--- config.mk ---
export PLATFORM = sky130hd
export DESIGN_NAME = ones_frame_accum
export DESIGN_NICKNAME = d
export VERILOG_FILES = /design/src/rtl/ones_pkg.sv /design/src/rtl/sat_add.sv /design/src/rtl/ones_frame_accum.sv
export SDC_FILE = /design/constraint.sdc
export NUM_CORES = 1
export LEC_CHECK = 0
export ABC_AREA = 1
export BUFFER_PORTS_ARGS = -buffer_cell sky130_fd_sc_hd__buf_4
export CAP_MARGIN = 10
export CORE_MARGIN = 3
export CORE_UTILIZATION = 50
export DETAILED_ROUTE_END_ITERATION = 6
export GPL_TIMING_DRIVEN = 0
export MAX_ROUTING_LAYER = met4
export PLACE_DENSITY = 0.69
export RECOVER_POWER = 50
export SETUP_SLACK_MARGIN = 0.5
export SYNTH_ARGS = -nofsm -noshare
export SYNTH_HDL_FRONTEND = slang
export SYNTH_HIERARCHICAL = 1
export SYNTH_SLANG_ARGS = --single-unit
--- constraint.sdc ---
create_clock -name clk -period 4.3 [get_ports clk]
set_input_delay 0.86 -clock clk [delete_from_list [all_inputs] [get_ports clk]]
set_output_delay 0.86 -clock clk [all_outputs]
set_load 0.02 [all_outputs]
--- src/rtl/ones_pkg.sv ---
// ---------------------------------------------------------------------------
// ones_pkg
// Shared constants and types for the per-frame ones accumulator.
//   ONES_W        : width of one per-byte ones count (0..8 legal, 9..15 illegal)
//   ONES_MAX      : largest legal per-byte ones count
//   CNT_W_DEFAULT : default width of the frame total and beat counter
//   state_e       : frame FSM state (ACCUM collects beats, HOLD presents result)
// ---------------------------------------------------------------------------
package ones_pkg;
   localparam int ONES_W        = 4;
   localparam int ONES_MAX      = 8;
   localparam int CNT_W_DEFAULT = 16;

   typedef enum logic {
      ACCUM = 1'b0,
      HOLD  = 1'b1
   } state_e;
endpackage : ones_pkg

--- src/rtl/sat_add.sv ---
// ---------------------------------------------------------------------------
// sat_add
// Unsigned W-bit adder that clamps at 2^W-1 instead of wrapping.
// Ports:
//   a   : in  W  current value
//   inc : in  W  increment
//   sum : out W  a + inc, clamped to all-ones
//   sat : out 1  the true sum did not fit in W bits
// ---------------------------------------------------------------------------
module sat_add #(
   parameter int W = 16
) (
   input  logic [W-1:0] a,
   input  logic [W-1:0] inc,
   output logic [W-1:0] sum,
   output logic         sat
);
   logic [W:0] full_sum;

   always_comb begin
      full_sum = {1'b0, a} + {1'b0, inc};
      sat      = full_sum[W];
      sum      = full_sum[W] ? {W{1'b1}} : full_sum[W-1:0];
   end
endmodule : sat_add

--- src/rtl/ones_frame_accum.sv ---
// ---------------------------------------------------------------------------
// ones_frame_accum
// Accumulates per-byte ones counts over a valid/ready beat stream into a
// saturating per-frame total (frames end on in_last) and presents the total,
// beat count and sticky saturation/illegal-count flags on a valid/ready port.
//
// Ports:
//   clk       : in  1      rising-edge clock
//   rst       : in  1      synchronous active-high reset
//   in_ones   : in  4      ones count of one byte (legal 0..8)
//   in_valid  : in  1      beat valid
//   in_last   : in  1      final beat of frame
//   in_ready  : out 1      stage can accept a beat
//   out_total : out CNT_W  frame ones total
//   out_beats : out CNT_W  beats in frame
//   out_sat   : out 1      total or beat count saturated during the frame
//   out_err   : out 1      at least one beat carried in_ones > 8
//   out_valid : out 1      result valid
//   out_ready : in  1      downstream accepts result
//
// Build option: define ONES_FRAME_ACCUM_SKID_EN to keep accepting beats while
// a result is held; only a completed next frame waits for the transfer.
// ---------------------------------------------------------------------------
module ones_frame_accum
   import ones_pkg::*;
#(
   parameter int CNT_W = CNT_W_DEFAULT
) (
   input  logic              clk,
   input  logic              rst,
   input  logic [ONES_W-1:0] in_ones,
   input  logic              in_valid,
   input  logic              in_last,
   output logic              in_ready,
   output logic [CNT_W-1:0]  out_total,
   output logic [CNT_W-1:0]  out_beats,
   output logic              out_sat,
   output logic              out_err,
   output logic              out_valid,
   input  logic              out_ready
);
   state_e            state_q, state_d;
   logic [CNT_W-1:0]  acc_q, acc_d;
   logic [CNT_W-1:0]  beats_q, beats_d;
   logic              sat_q, sat_d;
   logic              err_q, err_d;
   logic [CNT_W-1:0]  out_total_q, out_total_d;
   logic [CNT_W-1:0]  out_beats_q, out_beats_d;
   logic              out_sat_q, out_sat_d;
   logic              out_err_q, out_err_d;
`ifdef ONES_FRAME_ACCUM_SKID_EN
   // A completed frame is parked in acc/beats/sticky until the held result leaves.
   logic              pend_q, pend_d;
`endif

   logic              ones_legal;
   logic [ONES_W-1:0] add_ones;
   logic [CNT_W-1:0]  tot_sum, beat_sum;
   logic              tot_sat, beat_sat;
   logic              new_sat, new_err;
   logic              beat_fire;

   // Illegal counts contribute nothing to the total but still count as beats.
   assign ones_legal = (in_ones <= ONES_W'(ONES_MAX));
   assign add_ones   = ones_legal ? in_ones : '0;

   sat_add #(.W(CNT_W)) u_tot_add (
      .a   (acc_q),
      .inc (CNT_W'(add_ones)),
      .sum (tot_sum),
      .sat (tot_sat)
   );

   sat_add #(.W(CNT_W)) u_beat_add (
      .a   (beats_q),
      .inc (CNT_W'(1)),
      .sum (beat_sum),
      .sat (beat_sat)
   );

   assign new_sat = sat_q | tot_sat | beat_sat;
   assign new_err = err_q | ~ones_legal;

`ifdef ONES_FRAME_ACCUM_SKID_EN
   assign in_ready = ~pend_q;
`else
   assign in_ready = (state_q == ACCUM);
`endif
   assign out_valid = (state_q == HOLD);
   assign beat_fire = in_valid & in_ready;

   assign out_total = out_total_q;
   assign out_beats = out_beats_q;
   assign out_sat   = out_sat_q;
   assign out_err   = out_err_q;

   always_comb begin
      state_d     = state_q;
      acc_d       = acc_q;
      beats_d     = beats_q;
      sat_d       = sat_q;
      err_d       = err_q;
      out_total_d = out_total_q;
      out_beats_d = out_beats_q;
      out_sat_d   = out_sat_q;
      out_err_d   = out_err_q;
`ifdef ONES_FRAME_ACCUM_SKID_EN
      pend_d      = pend_q;
`endif
      case (state_q)
         ACCUM: begin
            if (beat_fire) begin
               if (in_last) begin
                  out_total_d = tot_sum;
                  out_beats_d = beat_sum;
                  out_sat_d   = new_sat;
                  out_err_d   = new_err;
                  acc_d       = '0;
                  beats_d     = '0;
                  sat_d       = 1'b0;
                  err_d       = 1'b0;
                  state_d     = HOLD;
               end else begin
                  acc_d       = tot_sum;
                  beats_d     = beat_sum;
                  sat_d       = new_sat;
                  err_d       = new_err;
               end
            end
         end
         HOLD: begin
`ifdef ONES_FRAME_ACCUM_SKID_EN
            if (pend_q) begin
               // Parked frame replaces the held one as soon as it is taken.
               if (out_ready) begin
                  out_total_d = acc_q;
                  out_beats_d = beats_q;
                  out_sat_d   = sat_q;
                  out_err_d   = err_q;
                  acc_d       = '0;
                  beats_d     = '0;
                  sat_d       = 1'b0;
                  err_d       = 1'b0;
                  pend_d      = 1'b0;
               end
            end else if (beat_fire && in_last) begin
               if (out_ready) begin
                  // Back-to-back result: load directly, out_valid stays high.
                  out_total_d = tot_sum;
                  out_beats_d = beat_sum;
                  out_sat_d   = new_sat;
                  out_err_d   = new_err;
                  acc_d       = '0;
                  beats_d     = '0;
                  sat_d       = 1'b0;
                  err_d       = 1'b0;
               end else begin
                  acc_d       = tot_sum;
                  beats_d     = beat_sum;
                  sat_d       = new_sat;
                  err_d       = new_err;
                  pend_d      = 1'b1;
               end
            end else begin
               if (beat_fire) begin
                  acc_d       = tot_sum;
                  beats_d     = beat_sum;
                  sat_d       = new_sat;
                  err_d       = new_err;
               end
               if (out_ready) begin
                  state_d     = ACCUM;
               end
            end
`else
            if (out_ready) begin
               state_d = ACCUM;
            end
`endif
         end
         default: begin
            state_d = ACCUM;
         end
      endcase
   end

   always_ff @(posedge clk) begin
      if (rst) begin
         state_q     <= ACCUM;
         acc_q       <= '0;
         beats_q     <= '0;
         sat_q       <= 1'b0;
         err_q       <= 1'b0;
         out_total_q <= '0;
         out_beats_q <= '0;
         out_sat_q   <= 1'b0;
         out_err_q   <= 1'b0;
`ifdef ONES_FRAME_ACCUM_SKID_EN
         pend_q      <= 1'b0;
`endif
      end else begin
         state_q     <= state_d;
         acc_q       <= acc_d;
         beats_q     <= beats_d;
         sat_q       <= sat_d;
         err_q       <= err_d;
         out_total_q <= out_total_d;
         out_beats_q <= out_beats_d;
         out_sat_q   <= out_sat_d;
         out_err_q   <= out_err_d;
`ifdef ONES_FRAME_ACCUM_SKID_EN
         pend_q      <= pend_d;
`endif
      end
   end
endmodule : ones_frame_accum
==> run metrics, run 1 <==
status finished, final reports clean; # IOs 45; initial core utilization 0.5269; GR Layer Usage met1 0.3288; Post-Route WL between 10 and 15 mm; commonest cells after routing, fill and taps aside 350 x nand2_1, 122 x inv_1, 69 x dfxtp_1; TNS Setup 0 ns; Place WS around 0.95 ns; clk slew on worst S/H paths approximately 0.080 ns; CTS root buffer clkbuf_8; Crit Path Category primary input to flip-flop; netlist area before placement 4707 sq um; Syn Area/Cell about 6.2 sq um; Distinct cells, synth 30; Post-Synthesis Cells 764; Post-DP Area approximately 5300 sq um; most common cell after layout, fill and taps aside nand2_1; final core occ 0.5955; Finished Cell Area 5320 sq um; max_cap viols 0; Detailed Place HPWL slightly below 9 mm; GR Layer Usage met3 0.04263; global-route wire length before repair ~19 mm; slew margin rel. 0.5259; TritonCTS Buffers 9; hold_buf cts 0; Die ar. around 11000 sq um; antenna violations before repair 0; Pwr per Cell Area approximately 320 nW/um^2; largest net degree at the start of global routing 12; post_cts resized 0; Post-route DRC 0; DP Cell Count 942; final layout net count slightly below 900; Worst VDD drop slightly below 300 uV; post-CTS setup buffer count 0; clk_lat worst skew ~0.34 ns; fin crit share 0.7019; Max Root-Sink Buffers 2; Synth-to-Final Area Change 13.02%; Setup crit end kind flip-flop; CTS Sinks 69; Fillers 965; reg2reg start beats_q[0]$_SDFFE_PP0P_; sequential cell area fraction in the yosys report 0.2935; FMAX ~330 MHz; die width about 100 um; Hold Crit Class flip-flop to flip-flop; DR WL/cell around 12 um; Worst Path Arrival 3.21 ns; flops & latches, synth just under 70; CP required roughly 4.5 ns; RSZ-0062 raised after global routing false; Yosys warnings 6; fin cells roughly 960; RePlAce Congestion between 0.9 and 1; Core Rows 34; HP Start out_total[8]$_SDFFE_PP0P_; vias in the first global route just over 4000; # H-tree levels 3; Pre-antenna DRT Iters 5; final hold violation count 0; Via density around 4.8; die height approximately 100 um; Setup-failing EPs final 0; critical path fanouts, max 10; routed vias approximately 4600; PortBufs 43; Slew @ Worst Pin between 0.7 and 0.8 ns; layout cells sized above 1 0.07059; met2 usage 0.3522; CORE AREA 8934 sq um; antenna-violating nets left 0; fin crit period between 3 and 4 ns; # diodes 0; CP startpoint in_ones[3]; clk_skew 0.01659 ns; Leakage around 3.1 nW; Pins Over Slew Limit 0; crit start category primary input; Top Usage Layer GRT met2; Detailed Route Iter0 Violations 180; worst setup margin about 1.3 ns; GRT Residual Overflow 0; CTS tree done; GRT Util Overall 0.2355
==> per-layer routing <==
layer / vias to the layer above / share of wire
li1: 2442 / -
met1: 1991 / 0.52
met2: 103 / 0.41
met3: 15 / 0.051
met4: 0 / 0.012
met5: - / 0
==> metrics by stage <==
stage               power, mW  hold WS (ns)
floorplan               1.046        0.4449
global placement        1.155        0.4284
detailed placement      1.162        0.4342
CTS                     1.742        0.4501
global route            1.822        0.4611
finish                  1.710        0.4451
==> critical path, cell delays in order <==
cell	delay, ns
clkbuf_1	0.10
inv_1	0.06
nor2_1	0.03
nand2_1	0.06
nand2_1	0.11
inv_1	0.10
nor2_1	0.05
ha_1	0.21
fa_1	0.41
nand2_2	0.11
a21oi_2	0.09
nand2_1	0.10
nand2_2	0.08
a21oi_4	0.28
buf_6	0.21
inv_1	0.05
nor2_1	0.09
nand2_1	0.07
nand2_1	0.07
a21oi_1	0.06
==> final cells by class <==
cell class,count,area (sq um),area share
buffer,18,128.9,0.02422
clock buffer,13,168.9,0.03175
clock inverter,3,42.54,0.007996
inverter,125,469.2,0.08819
multi-input combinational,579,2806,0.5275
sequential,69,1381,0.2596
tap,108,135.1,0.02540
timing repair buffer,43,187.7,0.03528
==> synth_stat cells <==
master | number | area [sq um]
a21o_1 | 2 | 15.01
a21oi_1 | 45 | 225.2
a21oi_2 | 2 | 17.52
a21oi_4 | 2 | 32.53
and2_1 | 2 | 12.51
buf_1 | 1 | 3.750
buf_2 | 7 | 35.03
buf_6 | 8 | 90.09
clkbuf_1 | 2 | 7.510
conb_1 | 2 | 7.510
dfxtp_1 | 69 | 1381
fa_1 | 2 | 40.04
ha_1 | 32 | 400.4
inv_1 | 121 | 454.2
inv_2 | 4 | 15.01
nand2_1 | 350 | 1314
nand2_2 | 6 | 37.54
nand2_4 | 2 | 22.52
nand3_1 | 37 | 185.2
nand3_2 | 5 | 50.05
nand3b_1 | 3 | 22.52
nand4_1 | 4 | 25.02
nor2_1 | 34 | 127.6
nor2_2 | 1 | 6.260
nor2_4 | 2 | 22.52
nor3_1 | 4 | 20.02
nor3_4 | 2 | 32.53
o21ai_0 | 2 | 10.01
or2_2 | 1 | 6.260
xor2_1 | 10 | 87.58
==> power by group <==
| part | total [mW] | internal, mW | leakage (nW) | switching (mW) |
|---|---|---|---|---|
| Sequential | 0.702 | 0.680 | 0.563 | 0.0219 |
| Clock | 0.574 | 0.315 | 0.106 | 0.258 |
| Combinational | 0.434 | 0.142 | 2.39 | 0.292 |
| Total | 1.71 | 1.14 | 3.06 | 0.572 |
==> kinds of logic after synthesis <==
| family | after synthesis | share of synthesized area |
|---|---|---|
| and+or+nand+nor | 453 | 0.4003 |
| other | 2 | 0.001595 |
| DFF | 69 | 0.2935 |
| AOI/OAI and AO/OA | 53 | 0.06380 |
| adders and majority gates | 34 | 0.09357 |
| xor gates and xnor gates | 10 | 0.01861 |
| buffers and inverters | 143 | 0.1287 |
==> path summary, 6_finish.rpt <==
check                              end  slack (ns)  cells after the start
max reg2reg   beats_q[12]$_SDFFE_PP0P_        1.33                     11
min          out_total[8]$_SDFFE_PP0P_        0.45                      2
min reg2reg  out_total[8]$_SDFFE_PP0P_        0.45                      2
max                 sat_q$_SDFFE_PP0P_        1.28                     20
==> registers in the layout (all words and copies together) (netlist names), 16 cells and up <==
name and cells:
acc_q 16, out_total 16, out_beats 16, beats_q 16
(Power assumes the default switching activity.)
==> run 2: changes to the inputs <==
- PLACE_DENSITY: 0.69 -> 0.72
- clock period: 4.3 -> 2.46 ns (I/O delays scaled with it)
==> run 2 against run 1 <==
Against the previous run: count of clock-buffer cells in the layout is 4 lower; wire length is 11% higher; critical path type is now flip-flop to flip-flop; largest power group unchanged; critical endpoint is now beats_q[7]$_SDFFE_PP0P_; sequential power is 75% higher; total power is 87% higher; sequential cell count stayed put; combinational power is 130% higher; worst setup slack worse by 1.1 ns; first-iteration DRC count is 32% higher; highest routed layer unchanged; critical path depth is 7 lower.
==> run metrics, run 2 (synthesis gave the netlist of run 1 again) <==
DP Cell Count 942 (unchanged); CP peak stage delay 0.40 ns (was 0.41 ns); TNS Setup 0 ns (unchanged); Worst Path Arrival 2.52 ns (was 3.21 ns); FF-to-FF setup slack 0.16 ns (was 1.33 ns); # H-tree levels 3 (unchanged); GRT Util Overall 0.2456 (was 0.2355); routed vias 4943 (was 4551); crit-path cells ha_4, fa_1, nand2_1, a21oi_4, nand2_1, nand2_1, a21oi_4, buf_12, buf_8, buf_12, nand2_4, nand2_1, a21oi_1 (was clkbuf_1, inv_1, nor2_1, nand2_1, nand2_1, inv_1, nor2_1, ha_1, fa_1, nand2_2, a21oi_2, nand2_1, nand2_2, a21oi_4, buf_6, inv_1, nor2_1, nand2_1, nand2_1, a21oi_1); antenna-violating nets left 0 (unchanged); Crit Path Category flip-flop to flip-flop (was primary input to flip-flop); Worst Hold Path EP out_valid$_SDFF_PP0_ (was out_total[8]$_SDFFE_PP0P_); RSZ-0062 raised after global routing true (was false); vias in the first global route 4404 (was 4153); # IOs 45 (unchanged); max_cap viols 0 (unchanged); Pre-antenna DRT Iters 6 (was 5); final hold violation count 0 (unchanged); critical path fanouts, max 5 (was 10); clk slew on worst S/H paths 0.09 ns (was 0.08 ns); Via density 4.983 (was 4.751); CORE AREA 8934 sq um (unchanged); WL met3 757 um (was 585 um); GRT Residual Overflow 0 (unchanged); Detailed Place HPWL 8.792 mm (was 8.732 mm); fin crit period 2.298 ns; Fillers 809 (was 965); CTS tree done (unchanged); Crit-path slowest cell fa_1 (unchanged); largest net degree at the start of global routing 14 (was 12); fin cells 992 (was 958); antenna violations before repair 0 (unchanged); Slew @ Worst Pin 0.7066 ns (was 0.7111 ns); Post-route DRC 0 (unchanged); TritonCTS Buffers 9 (unchanged); FMAX approximately 440 MHz; Max Root-Sink Buffers 2 (unchanged); Synth-to-Final Area Change 30.25% (was 13.02%); Worst VDD drop 316.0 uV (was 293.0 uV); met2 WL 5.934 mm (was 4.731 mm); # diodes 0 (unchanged); R2R Path End beats_q[7]$_SDFFE_PP0P_ (was beats_q[12]$_SDFFE_PP0P_); Hold Crit Class primary input to flip-flop (was flip-flop to flip-flop); CTS Sinks 69 (unchanged); Leakage 3.347 nW (was 3.059 nW); global-route wire length before repair 20.15 mm (was 19.22 mm); die height 103.0 um (unchanged); status finished, final reports clean (unchanged); Detailed Route Iter0 Violations 238 (was 180); Setup-failing EPs final 0 (unchanged); CP required 2.68 ns (was 4.49 ns); Top Metal Used met4 (unchanged); layout cells sized above 1 0.2115 (was 0.07059); Setup crit end kind flip-flop (unchanged); Pins Over Slew Limit 0 (unchanged); most common cell after layout, fill and taps aside nand2_1 (unchanged); hold path cells 3 (was 2); Reg2Reg Depth 13 (was 11); Core Rows 34 (unchanged); CP most frequent cell nand2_1 (unchanged); commonest cells after routing, fill and taps aside 295 x nand2_1, 119 x inv_1, 69 x dfxtp_1 (was 350 x nand2_1, 122 x inv_1, 69 x dfxtp_1); met1 WL 5.877 mm (was 5.966 mm); CTS root buffer clkbuf_8 (unchanged); hold_buf cts 0 (unchanged); Die ar. 10610 sq um (unchanged); final layout net count 922 (was 888); initial core utilization 0.5269 (unchanged); HP Start out_ready (was out_total[8]$_SDFFE_PP0P_); clk_lat worst skew 0.35 ns (was 0.34 ns); clk_skew 0.01163 ns (was 0.01659 ns); slew margin rel. 0.5290 (was 0.5259); Post-Route WL 12.71 mm (was 11.42 mm); DR WL/cell 12.82 um (was 11.92 um); crit start category flip-flop (was primary input); RePlAce Congestion 0.9170 (was 0.9211); Pwr per Cell Area 520.8 nW/um^2 (was 321.5 nW/um^2); fin crit share 0.9341; reg2reg start beats_q[0]$_SDFFE_PP0P_ (unchanged); die width 103.0 um (unchanged); PortBufs 43 (unchanged)
## run 2: worst max-delay path by stage
stage	slack [ns]	end	depth (start not counted)	start
6_report	0.16	beats_q[7]$_SDFFE_PP0P_	13	beats_q[0]$_SDFFE_PP0P_
3_3_place_gp	-0.43	sat_q$_SDFFE_PP0P_	20	in_ones[3]
3_5_place_dp	-0.44	sat_q$_SDFFE_PP0P_	20	in_ones[3]
2_1_floorplan	0.08	sat_q$_SDFFE_PP0P_	19	in_ones[3]
4_1_cts	0.23	sat_q$_SDFFE_PP0P_	20	in_ones[3]
5_1_grt	0.07	beats_q[4]$_SDFFE_PP0P_	13	beats_q[0]$_SDFFE_PP0P_
## run 2: cell type report
| cell class | count | area (sq um) | share of cell area |
|---|---|---|---|
| multi-input combinational | 579 | 3259 | 0.5316 |
| sequential | 69 | 1381 | 0.2253 |
| timing repair buffer | 77 | 530.5 | 0.08653 |
| inverter | 125 | 481.7 | 0.07857 |
| buffer | 18 | 143.9 | 0.02347 |
| tap | 108 | 135.1 | 0.02204 |
| clock buffer | 9 | 123.9 | 0.02020 |
| clock inverter | 7 | 75.07 | 0.01224 |
## run 2: through the flow
stage	total power, mW	worst slack (ns)	area (sq um)	util	hold slack (ns)
floorplan	1.829	0.08275	4821	-	0.4449
global placement	2.017	-0.4264	5279	0.5909	0.4301
detailed placement	2.035	-0.4362	5279	0.5909	0.4331
CTS	3.104	0.2273	5864	0.6564	0.4171
global route	3.350	0.07485	6131	0.6863	0.4415
finish	3.193	0.1620	6131	0.6863	0.4246
## run 2: critical path, delay by kind of cell, from the launching register on
kind / cells / cell delay, ns
flip-flops: 1 / 0.34
AND/OR/NAND/NOR: 5 / 0.57
buffers and inverters: 3 / 0.36
adder cells (fa/ha/maj): 2 / 0.57
AO/OA/AOI/OAI: 3 / 0.32
## run 2: what timing repair did
action,CTS,global route
resized for setup,56,88
pin swaps,50,53
endpoints found under the setup margin,66,66
buffers inserted,20,13
cloned,1,0
## run 2: where the power goes
group          internal (mW)  switching, mW  total, mW  leakage, nW
logic                  0.372          0.627      0.999         2.69
registers               1.19         0.0393       1.23        0.563
clock network          0.472          0.494      0.966       0.0918
total                   2.03           1.16       3.19         3.35
## run 2: per-layer routing
layer  track usage  vias to the layer above
li1              -                     2518
met5             -                        -
met1        0.3268                     2273
met3       0.03248                       14
met2        0.3957                      138
met4       0.06076                        0
